==> config.mk <==
export PLATFORM = sky130hd
export DESIGN_NAME = spi_mem_bridge_flat
export DESIGN_NICKNAME = d
export VERILOG_FILES = /design/src/rtl/spi_mem_bridge_if.sv /design/src/rtl/spi_mem_bridge.sv /design/src/flat_wrapper.sv
export SDC_FILE = /design/constraint.sdc
export NUM_CORES = 1
export LEC_CHECK = 0
export ABC_CLOCK_PERIOD_IN_PS = 2810
export BUFFER_PORTS_ARGS = -buffer_cell sky130_fd_sc_hd__clkbuf_2
export CAP_MARGIN = 20
export CORE_UTILIZATION = 56
export DETAILED_ROUTE_END_ITERATION = 6
export PLACE_DENSITY = 0.85
export SYNTH_ARGS = -nofsm -noshare
export SYNTH_HDL_FRONTEND = slang
export SYNTH_SLANG_ARGS = --single-unit
==> constraint.sdc <==
create_clock -name clk -period 2.81 [get_ports clk]
set_clock_uncertainty 0.1 [all_clocks]
set_input_delay 0.281 -clock clk [delete_from_list [all_inputs] [get_ports clk]]
set_output_delay 0.281 -clock clk [all_outputs]
set_load 0.01 [all_outputs]
==> src/rtl/spi_mem_bridge_if.sv <==
// SPI pin bundle plus the memory read/write port of spi_mem_bridge.
// The bridge takes the slave view; the host/RAM side takes the master view.
interface spi_mem_bridge_if #(
    parameter int ADDR_W = 16,
    parameter int DATA_W = 8
);
    logic              sck;
    logic              mosi;
    logic              ssel_n;
    logic              miso;
    logic [ADDR_W-2:0] raddr;
    logic              re;
    logic [DATA_W-1:0] data_r;
    logic [ADDR_W-2:0] waddr;
    logic [DATA_W-1:0] data_w;
    logic              we;
    logic              busy;

    modport slave (
        input  sck, mosi, ssel_n, data_r,
        output miso, raddr, re, waddr, data_w, we, busy
    );

    modport master (
        output sck, mosi, ssel_n, data_r,
        input  miso, raddr, re, waddr, data_w, we, busy
    );
endinterface

==> src/rtl/spi_mem_bridge.sv <==
// SPI slave (CPHA=0) giving a host burst read/write access to on-chip memory.
// Optional transfer word counter enabled by defining SPI_XFER_CNT_EN.
module spi_mem_bridge #(
    parameter int ADDR_W = 16,
    parameter int DATA_W = 8,
    parameter int CPOL   = 0,
    parameter int RD_LAT = 1,
    parameter int SYNC_N = 3
) (
    input  logic             clk,
    input  logic             rst_n,
    spi_mem_bridge_if.slave  bus
`ifdef SPI_XFER_CNT_EN
    ,
    output logic [15:0]      xfer_words,
    output logic             xfer_done
`endif
);

    localparam int   MAX_W  = (ADDR_W > DATA_W) ? ADDR_W : DATA_W;
    localparam int   CNT_W  = $clog2(MAX_W);
    localparam logic CPOL_L = (CPOL != 0);

    typedef enum logic [1:0] {IDLE, HDR, DATA} state_t;

    state_t            state, state_nxt;
    logic [SYNC_N-1:0] sck_sync, ssel_sync;
    logic [SYNC_N-2:0] mosi_sync;
    logic              sck_rise, sck_fall, ssel_rise, ssel_fall;
    logic              sample_edge, shift_edge, mosi_s;
    logic              hdr_done, word_done, cnt_clr, cnt_inc;
    logic [CNT_W-1:0]  bit_cnt;
    logic [ADDR_W-2:0] hdr;
    logic [ADDR_W-2:0] hdr_addr, addr, addr_inc;
    logic              wr;
    logic [ADDR_W-2:0] raddr_q, waddr_q;
    logic [DATA_W-1:0] data_w_q, rd_shift;
    logic              re_q, we_q, skip, load;

    always_ff @(posedge clk or negedge rst_n) begin
        if (!rst_n) begin
            sck_sync  <= {SYNC_N{CPOL_L}};
            ssel_sync <= '1;
            mosi_sync <= '0;
        end else begin
            sck_sync  <= {sck_sync[SYNC_N-2:0], bus.sck};
            ssel_sync <= {ssel_sync[SYNC_N-2:0], bus.ssel_n};
            mosi_sync <= (mosi_sync << 1) | (SYNC_N-1)'(bus.mosi);
        end
    end

    // Edges come from the two oldest synchroniser stages; mosi is taken from
    // the stage aligned with the newer sck sample.
    assign sck_rise    = sck_sync[SYNC_N-2] & ~sck_sync[SYNC_N-1];
    assign sck_fall    = ~sck_sync[SYNC_N-2] & sck_sync[SYNC_N-1];
    assign ssel_fall   = ~ssel_sync[SYNC_N-2] & ssel_sync[SYNC_N-1];
    assign ssel_rise   = ssel_sync[SYNC_N-2] & ~ssel_sync[SYNC_N-1];
    assign sample_edge = CPOL_L ? sck_fall : sck_rise;
    assign shift_edge  = CPOL_L ? sck_rise : sck_fall;
    assign mosi_s      = mosi_sync[SYNC_N-2];

    assign hdr_addr = {hdr[ADDR_W-3:0], mosi_s};
    assign addr_inc = addr + {{(ADDR_W-2){1'b0}}, 1'b1};

    always_ff @(posedge clk or negedge rst_n) begin
        if (!rst_n) state <= IDLE;
        else        state <= state_nxt;
    end

    always_comb begin
        state_nxt = state;
        hdr_done  = 1'b0;
        word_done = 1'b0;
        cnt_clr   = 1'b0;
        cnt_inc   = 1'b0;
        if (ssel_fall) begin
            state_nxt = HDR;
            cnt_clr   = 1'b1;
        end else if (ssel_rise) begin
            state_nxt = IDLE;
            cnt_clr   = 1'b1;
        end else if (sample_edge) begin
            case (state)
                HDR: begin
                    if (bit_cnt == CNT_W'(ADDR_W-1)) begin
                        hdr_done  = 1'b1;
                        cnt_clr   = 1'b1;
                        state_nxt = DATA;
                    end else begin
                        cnt_inc = 1'b1;
                    end
                end
                DATA: begin
                    if (bit_cnt == CNT_W'(DATA_W-1)) begin
                        word_done = 1'b1;
                        cnt_clr   = 1'b1;
                    end else begin
                        cnt_inc = 1'b1;
                    end
                end
                default: ;
            endcase
        end
    end

    always_ff @(posedge clk or negedge rst_n) begin
        if (!rst_n) begin
            bit_cnt  <= '0;
            hdr      <= '0;
            wr       <= 1'b0;
            addr     <= '0;
            data_w_q <= '0;
            raddr_q  <= '0;
            waddr_q  <= '0;
            re_q     <= 1'b0;
            we_q     <= 1'b0;
        end else begin
            re_q <= 1'b0;
            we_q <= 1'b0;
            if (cnt_clr)      bit_cnt <= '0;
            else if (cnt_inc) bit_cnt <= bit_cnt + 1'b1;
            if (sample_edge && state == HDR)
                hdr <= {hdr[ADDR_W-3:0], mosi_s};
            if (sample_edge && state == DATA && wr)
                data_w_q <= {data_w_q[DATA_W-2:0], mosi_s};
            if (hdr_done) begin
                wr   <= hdr[ADDR_W-2];
                addr <= hdr_addr;
                if (!hdr[ADDR_W-2]) begin
                    re_q    <= 1'b1;
                    raddr_q <= hdr_addr;
                end
            end
            // A finished read word prefetches the next address; a finished
            // write word commits at the current address.
            if (word_done) begin
                addr <= addr_inc;
                if (wr) begin
                    we_q    <= 1'b1;
                    waddr_q <= addr;
                end else begin
                    re_q    <= 1'b1;
                    raddr_q <= addr_inc;
                end
            end
        end
    end

    generate
        if (RD_LAT == 0) begin : g_lat0
            assign load = re_q;
        end else begin : g_latn
            logic [RD_LAT-1:0] re_dly;
            always_ff @(posedge clk or negedge rst_n) begin
                if (!rst_n) re_dly <= '0;
                else        re_dly <= (re_dly << 1) | RD_LAT'(re_q);
            end
            assign load = re_dly[RD_LAT-1];
        end
    endgenerate

    // The first shift edge after a load is skipped so the MSB stays on miso
    // until the host samples it.
    always_ff @(posedge clk or negedge rst_n) begin
        if (!rst_n) begin
            rd_shift <= '0;
            skip     <= 1'b0;
        end else if (load) begin
            rd_shift <= bus.data_r;
            skip     <= 1'b1;
        end else if (shift_edge) begin
            if (skip) skip <= 1'b0;
            else      rd_shift <= {rd_shift[DATA_W-2:0], 1'b0};
        end
    end

`ifdef SPI_XFER_CNT_EN
    always_ff @(posedge clk or negedge rst_n) begin
        if (!rst_n) begin
            xfer_words <= '0;
            xfer_done  <= 1'b0;
        end else begin
            xfer_done <= ssel_rise && (state == DATA);
            if (ssel_fall)
                xfer_words <= '0;
            else if ((we_q || (word_done && !wr)) && xfer_words != 16'hFFFF)
                xfer_words <= xfer_words + 16'd1;
        end
    end
`endif

    assign bus.miso   = rd_shift[DATA_W-1];
    assign bus.raddr  = raddr_q;
    assign bus.re     = re_q;
    assign bus.waddr  = waddr_q;
    assign bus.data_w = data_w_q;
    assign bus.we     = we_q;
    assign bus.busy   = ~ssel_sync[SYNC_N-1];

endmodule

==> src/flat_wrapper.sv <==
// flat-port wrapper written by rule: the top's interface ports become plain ports
module spi_mem_bridge_flat 
#(
    parameter int ADDR_W = 16,
    parameter int DATA_W = 8,
    parameter int CPOL   = 0,
    parameter int RD_LAT = 1,
    parameter int SYNC_N = 3
)
  (clk, rst_n, bus_sck, bus_mosi, bus_ssel_n, bus_data_r, bus_miso, bus_raddr, bus_re, bus_waddr, bus_data_w, bus_we, bus_busy);
  spi_mem_bridge_if #(.ADDR_W(ADDR_W), .DATA_W(DATA_W)) bus_i ();
  input  logic clk;
  input  logic rst_n;
  input wire logic [$bits(bus_i.sck)-1:0] bus_sck;
  input wire logic [$bits(bus_i.mosi)-1:0] bus_mosi;
  input wire logic [$bits(bus_i.ssel_n)-1:0] bus_ssel_n;
  input wire logic [$bits(bus_i.data_r)-1:0] bus_data_r;
  output wire logic [$bits(bus_i.miso)-1:0] bus_miso;
  output wire logic [$bits(bus_i.raddr)-1:0] bus_raddr;
  output wire logic [$bits(bus_i.re)-1:0] bus_re;
  output wire logic [$bits(bus_i.waddr)-1:0] bus_waddr;
  output wire logic [$bits(bus_i.data_w)-1:0] bus_data_w;
  output wire logic [$bits(bus_i.we)-1:0] bus_we;
  output wire logic [$bits(bus_i.busy)-1:0] bus_busy;
  assign bus_i.sck = bus_sck;
  assign bus_i.mosi = bus_mosi;
  assign bus_i.ssel_n = bus_ssel_n;
  assign bus_i.data_r = bus_data_r;
  assign bus_miso = bus_i.miso;
  assign bus_raddr = bus_i.raddr;
  assign bus_re = bus_i.re;
  assign bus_waddr = bus_i.waddr;
  assign bus_data_w = bus_i.data_w;
  assign bus_we = bus_i.we;
  assign bus_busy = bus_i.busy;
  spi_mem_bridge #(.ADDR_W(ADDR_W), .DATA_W(DATA_W), .CPOL(CPOL), .RD_LAT(RD_LAT), .SYNC_N(SYNC_N)) u_core (.clk(clk), .rst_n(rst_n), .bus(bus_i));
endmodule
=== Word level (Yosys, flattened, before mapping) ===
Cells that the tools add are included.

* $add $sub $neg: 2
* $mul: 0
* Div/mod/pow operators: 0
* Order comparisons: 0
* Equality and inequality tests: 5
* Shift operators: 0
* Muxes and demuxes: 44
* Bitwise gates (word level): 9
* Reductions and logical operators: 12

{| class="wikitable"
|+ Operators with widths
! kind !! number
|-
| 15-bit 2-to-1 mux || 6
|-
| 1-bit 2-to-1 mux || 26
|-
| 8-bit 2-to-1 mux || 3
|-
| 15-bit by 1-bit adder with 15-bit output, second input constant || 1
|-
| 2-bit 2-to-1 mux || 5
|-
| 3-bit nonzero test || 3
|-
| 4-bit 2-to-1 mux || 2
|-
| 2-bit nonzero test || 3
|-
| 4-bit by 1-bit adder with 4-bit output, second input constant || 1
|-
| 1-bit AND || 4
|-
| 4-bit by 3-bit == test with 1-bit output, second input constant || 1
|-
| 4-bit == test, second input constant || 1
|-
| 1-bit inverter || 4
|-
| 1-bit one-hot mux with 2 select lines || 2
|-
| 2-bit AND reduction || 2
|-
| 1-bit logical AND || 3
|-
| 3-bit AND reduction || 1
|-
| 2-bit by 1-bit == test with 1-bit output, second input constant || 1
|-
| 2-bit == test, second input constant || 1
|-
| 2-bit != test, second input constant || 1
|-
| 2-bit by 1-bit OR with 2-bit output || 1
|}

* Register bits after elaboration: 95
* Bits in latches: 0
* Memory bits (writable): 0
* Memory bits (read-only): 0
* Bits of input ports: 13
* Memories: 0

=== Depth between registers and ports, before layout ===
* Depth in word-level cells: 9
* Depth in mapped cells: 8

=== Worst setup path after synthesis ===
OpenSTA, ideal clock, no wires.

* Kind: register -> register
* From: reg u_core.ssel_sync[1]
* To: reg u_core.raddr_q[7] (netlist: u_core.bus.raddr[7])
* Data arrival time: 1811 ps
* Required time: 2580 ps
* Slack: 769 ps
* Cell stages (with the launch flop): 9
* Clock period less this slack: 2041 ps
* Cell sequence: dfstp_2 > inv_1 > ha_1 > nand4bb_4 > nor3b_2 > buf_4 > buf_6 > mux2i_1 > mux2i_1

* Cells in the longest elaborated chain, start to end: 6
* Elaborated cells between the ends (all ways): 10
* Classes of those cells: mux (7); bitwise (3)

{| class="wikitable"
|+ Ends and longest elaborated chain
! element !! line !! text
|-
| start, declared || spi_mem_bridge.sv:27 || <nowiki>logic [SYNC_N-1:0] sck_sync, ssel_sync;</nowiki>
|-
| start signal, assigned || spi_mem_bridge.sv:47 || <nowiki>ssel_sync <= {ssel_sync[SYNC_N-2:0], bus.ssel_n};</nowiki>
|-
| 1-bit inverter * || spi_mem_bridge.sv:56 || <nowiki>assign ssel_fall = ~ssel_sync[SYNC_N-2] & ssel_sync[SYNC_N-1];</nowiki>
|-
| 1-bit AND * || spi_mem_bridge.sv:56 ||
|-
| named net u_core.ssel_fall || spi_mem_bridge.sv:29 || <nowiki>logic sck_rise, sck_fall, ssel_rise, ssel_fall;</nowiki>
|-
| 1-bit 2-to-1 mux || spi_mem_bridge.sv:76 || <nowiki>if (ssel_fall) begin</nowiki>
|-
| 15-bit 2-to-1 mux || spi_mem_bridge.sv:126 || <nowiki>if (hdr_done) begin</nowiki>
|-
| 15-bit 2-to-1 mux || spi_mem_bridge.sv:138 || <nowiki>if (wr) begin</nowiki>
|-
| 15-bit 2-to-1 mux * || spi_mem_bridge.sv:136 || <nowiki>if (word_done) begin</nowiki>
|-
| end signal, assigned || spi_mem_bridge.sv:131 || <nowiki>raddr_q <= hdr_addr;</nowiki>
|-
| end signal, assigned || spi_mem_bridge.sv:143 || <nowiki>raddr_q <= addr_inc;</nowiki>
|-
| end, declared || spi_mem_bridge.sv:36 || <nowiki>logic [ADDR_W-2:0] raddr_q, waddr_q;</nowiki>
|}

The timed path passes the listed nets; every way through them passes the cells marked *.
A chain may end at the register's enable or synchronous reset.

=== Final worst setup path ===
* From: reg u_core.ssel_sync[1]
* To: reg u_core.raddr_q[12] (netlist: u_core.bus.raddr[12])

The elaborated chain is that of the path after synthesis.

==> key figures <==
Run status
  • Outcome: complete, no violations

Logic synthesis
  • Post-synth cell types: 60
  • Post-synth ARST share: 100.0%
  • Mapped Area: 0.004417 mm2
  • Flop and latch count out of synthesis: 95
  • Most used DFF post-synth: dfrtp_1
  • Syn avg cell area: around 12 um2
  • Ranking of synthesized cells by area: dfrtp_1, mux2_2, mux2i_1, nand2_1, dfstp_2
  • Share of Yosys cell area claimed by the top area cell type: approximately 52%
  • Syn Inst Count: ~360
  • Count leader, synth: dfrtp_1
  • Synth cell count leaders: dfrtp_1, mux2_2, mux2i_1
  • Syn Nets: 376
  • Post-synth EDFFs: 0
  • Register area share after synthesis: between 50% and 60%
  • YS warnings: 0
  • Largest area contributor in the netlist: dfrtp_1

Worst setup path
  • Worst Path Max Fanout: 9
  • Slowest cell on crit path: dfstp_2
  • Crit path kind: flop to flop
  • Worst setup SP type: flop
  • End of the worst register-to-register path: u_core.bus.raddr[12]
  • Crit. End Element: flop
  • CP Cell Sequence: inv_1 -> ha_1 -> nand4bb_4 -> nor3_4 -> buf_4 -> mux2i_1
  • CP max stage delay: 560 ps
  • Reg-to-Reg Start: u_core.ssel_sync[1]
  • Required @ worst endpoint: 2990 ps
  • R2R Setup Slk: 520 ps
  • Worst-case reg-to-reg path depth: 6
  • Worst endpoint data arrival time: 2480 ps

Clock tree
  • Clk slew on worst S/H paths: roughly 100 ps
  • Post-CTS Setup Inserts: 0
  • CTS Sinks: 95
  • H-tree Lvls: 3
  • Clock tree buffer depth: 2
  • Root buffer cell: clkbuf_8
  • Worst-Skew Late Latency: 360 ps
  • Num CTS Buffers: 9
  • TritonCTS clock tree: yes

Global route
  • Initial antenna violation count: 0
  • All-Layer GR Usage: roughly 22%
  • Met2 Use GR: 34.85%
  • GRT met1 Usage: 31.05%
  • Gr ovfl total: 0
  • Met3 GRT Util: 5.556%
  • Grt peak-use layer: met2
  • Pin count of the biggest net entering global routing: 56
  • First-pass GRT wire length: 14.50 mm
  • Vias in the first global route: 2941

Place
  • Placer congestion estimate: around 0.86
  • Pre-CTS setup slack: 510.6 ps
  • Number of port buffers: between 50 and 60
  • Post-placement cell area: 0.004788 mm2
  • Placed Instances: 506
  • DP Wirelength: around 5.8 mm

STA
  • Worst Max-Slew Pin Slew: 815.3 ps
  • Period utilisation layout: 81.66%
  • TNS Setup: 0 ps
  • Final Hold Viols: 0
  • RSZ-0062 raised after global routing: false
  • Slew Limit Fails: 0
  • Final setup fails: 0
  • Final worst-path setup slack: 515.3 ps
  • Hold_ws: 14.23 ps
  • Fin crit period: about 2300 ps
  • F_max: 435.8 MHz
  • Max_slew headroom: 45.65%

Finish
  • Post-layout util: 65.36%
  • Fin area: 0.005025 mm2
  • ANT cells: 0
  • Layout Nets: 439
  • Synth-to-layout area growth: 13.77%
  • Share of cells above drive strength 1: about a third
  • Final Non-Filler Cells: 527

Floorplanning
  • Die width: slightly above 90 um
  • # rows: 32
  • Die Footprint: 0.008246 mm2
  • Area of the core: 0.007687 mm2
  • Die height: approximately 90 um
  • Effective utilization at floorplan: 57.45%
  • I/O pins: 55

Hold path
  • Hold path depth: 3
  • HP Class: primary input to flop
  • Hold Path Origin: bus_data_r[5]
  • Hold endpoint: u_core.rd_shift[5]

Pwr
  • Maximum VDD drop: 294.7 uV
  • Pwr per Cell Area: 495.0 mW/mm2
  • Pleak: 2.374 nW
  • Post-layout power: 2.487 mW

Routing
  • Post-DR vias/cell: 5.691
  • DRC violations left: 0
  • Vias after detailed routing: 2999
  • Initial drt markers: 173
  • Remaining antenna violation count: 0
  • Drt wl/cell: 16.07 um
  • Drt first pass iters: 5
  • Final WL: ~8.5 mm

Run
  • Max capacitance violation total: 0
[report_power, final]
group	switching (mW)	total, mW	internal [mW]
Combinational	0.0813	0.158	0.0768
Sequential	0.0547	1.48	1.42
Clock	0.512	0.852	0.340
[kinds of logic (layout without fill, tap and decap cells)]
family	after synthesis	after routing	share of synthesized area [%]
adder cells (fa/ha/maj)	6	6	1.700
multiplexers	77	77	18.56
flip-flops	95	95	53.91
AO/OA/AOI/OAI	42	42	6.714
AND/OR/NAND/NOR	96	96	13.32
buffers and inverters	27	95	3.031
XOR/XNOR	14	14	2.776
[sequential cells by signal (all words and copies together), names as in the netlist, 2 cells and up]
name / cells
u_core.hdr: 15
u_core.addr: 15
u_core.sck_sync: 3
u_core.bit_cnt: 4
u_core.ssel_sync: 3
u_core.rd_shift: 8
u_core.bus.waddr: 15
u_core.bus.raddr: 15
u_core.bus.data_w: 8
u_core.mosi_sync: 2
u_core.state: 2
[layout make-up]
| cell class | count | area (um2) |
|---|---|---|
| fill | 584 | 2663 |
| sequential | 95 | 2381 |
| multi-input combinational | 235 | 1902 |
| timing repair buffer | 67 | 382.9 |
| tap | 102 | 127.6 |
| clock buffer | 9 | 123.9 |
| clock inverter | 7 | 62.56 |
| inverter | 12 | 45.04 |
[routing by layer]
layer	vias to the layer above	share of wire, %
met5	-	0
met4	0	1.2
met3	10	6.2
met2	88	47
met1	1492	46
li1	1409	-
[placed cells by master, fill, tap and decap left out, types with 2 or more instances in the layout]
cell | netlist | layout
a211oi_1 | 2 | 2
a21oi_1 | 6 | 6
a22oi_1 | 2 | 2
a32oi_1 | 4 | 4
and2_1 | 2 | 2
and3_1 | 3 | 3
buf_4 | 2 | 9
clkbuf_2 | 1 | 53
clkbuf_8 | 0 | 9
clkinv_4 | 0 | 2
dfrtp_1 | 92 | 92
dfstp_2 | 3 | 3
dlygate4sd3_1 | 0 | 5
ha_1 | 6 | 6
inv_1 | 12 | 12
inv_6 | 0 | 3
mux2_2 | 39 | 39
mux2i_1 | 38 | 38
nand2_1 | 24 | 24
nand2b_1 | 3 | 3
nand3_1 | 13 | 13
nand3b_1 | 2 | 2
nand4_1 | 3 | 3
nor2_1 | 13 | 13
nor3_1 | 6 | 6
o21ai_0 | 13 | 13
o21bai_1 | 3 | 3
o221a_2 | 3 | 3
or3_1 | 6 | 6
xnor2_1 | 9 | 9
xor2_1 | 5 | 5
[worst max-delay path by stage]
stage	start	end	slack [ps]	cells after the start
2_1_floorplan	u_core.ssel_sync[1]	u_core.bus.raddr[7]	770	8
3_3_place_gp	u_core.ssel_sync[1]	u_core.bus.raddr[14]	630	6
3_5_place_dp	u_core.ssel_sync[1]	u_core.bus.raddr[10]	510	6
4_1_cts	u_core.ssel_sync[1]	u_core.bus.raddr[11]	470	6
5_1_grt	u_core.ssel_sync[1]	u_core.bus.raddr[10]	350	6
6_report	u_core.ssel_sync[1]	u_core.bus.raddr[12]	520	6
[critical path, delay by kind of cell (launching register included)]
family / cells / cell delay (ps)
flip-flops: 1 / 560
adder cells (fa/ha/maj): 1 / 240
AND/OR/NAND/NOR: 2 / 750
buffers and inverters: 2 / 350
multiplexers: 1 / 210
[repair_timing]
| item | in CTS | in global routing |
|---|---|---|
| gates resized for setup | 0 | 0 |
| hold buffers | 4 | 1 |
| hold endpoints to repair | 52 | 1 |
Note: power is estimated with default switching activity, not from simulation.
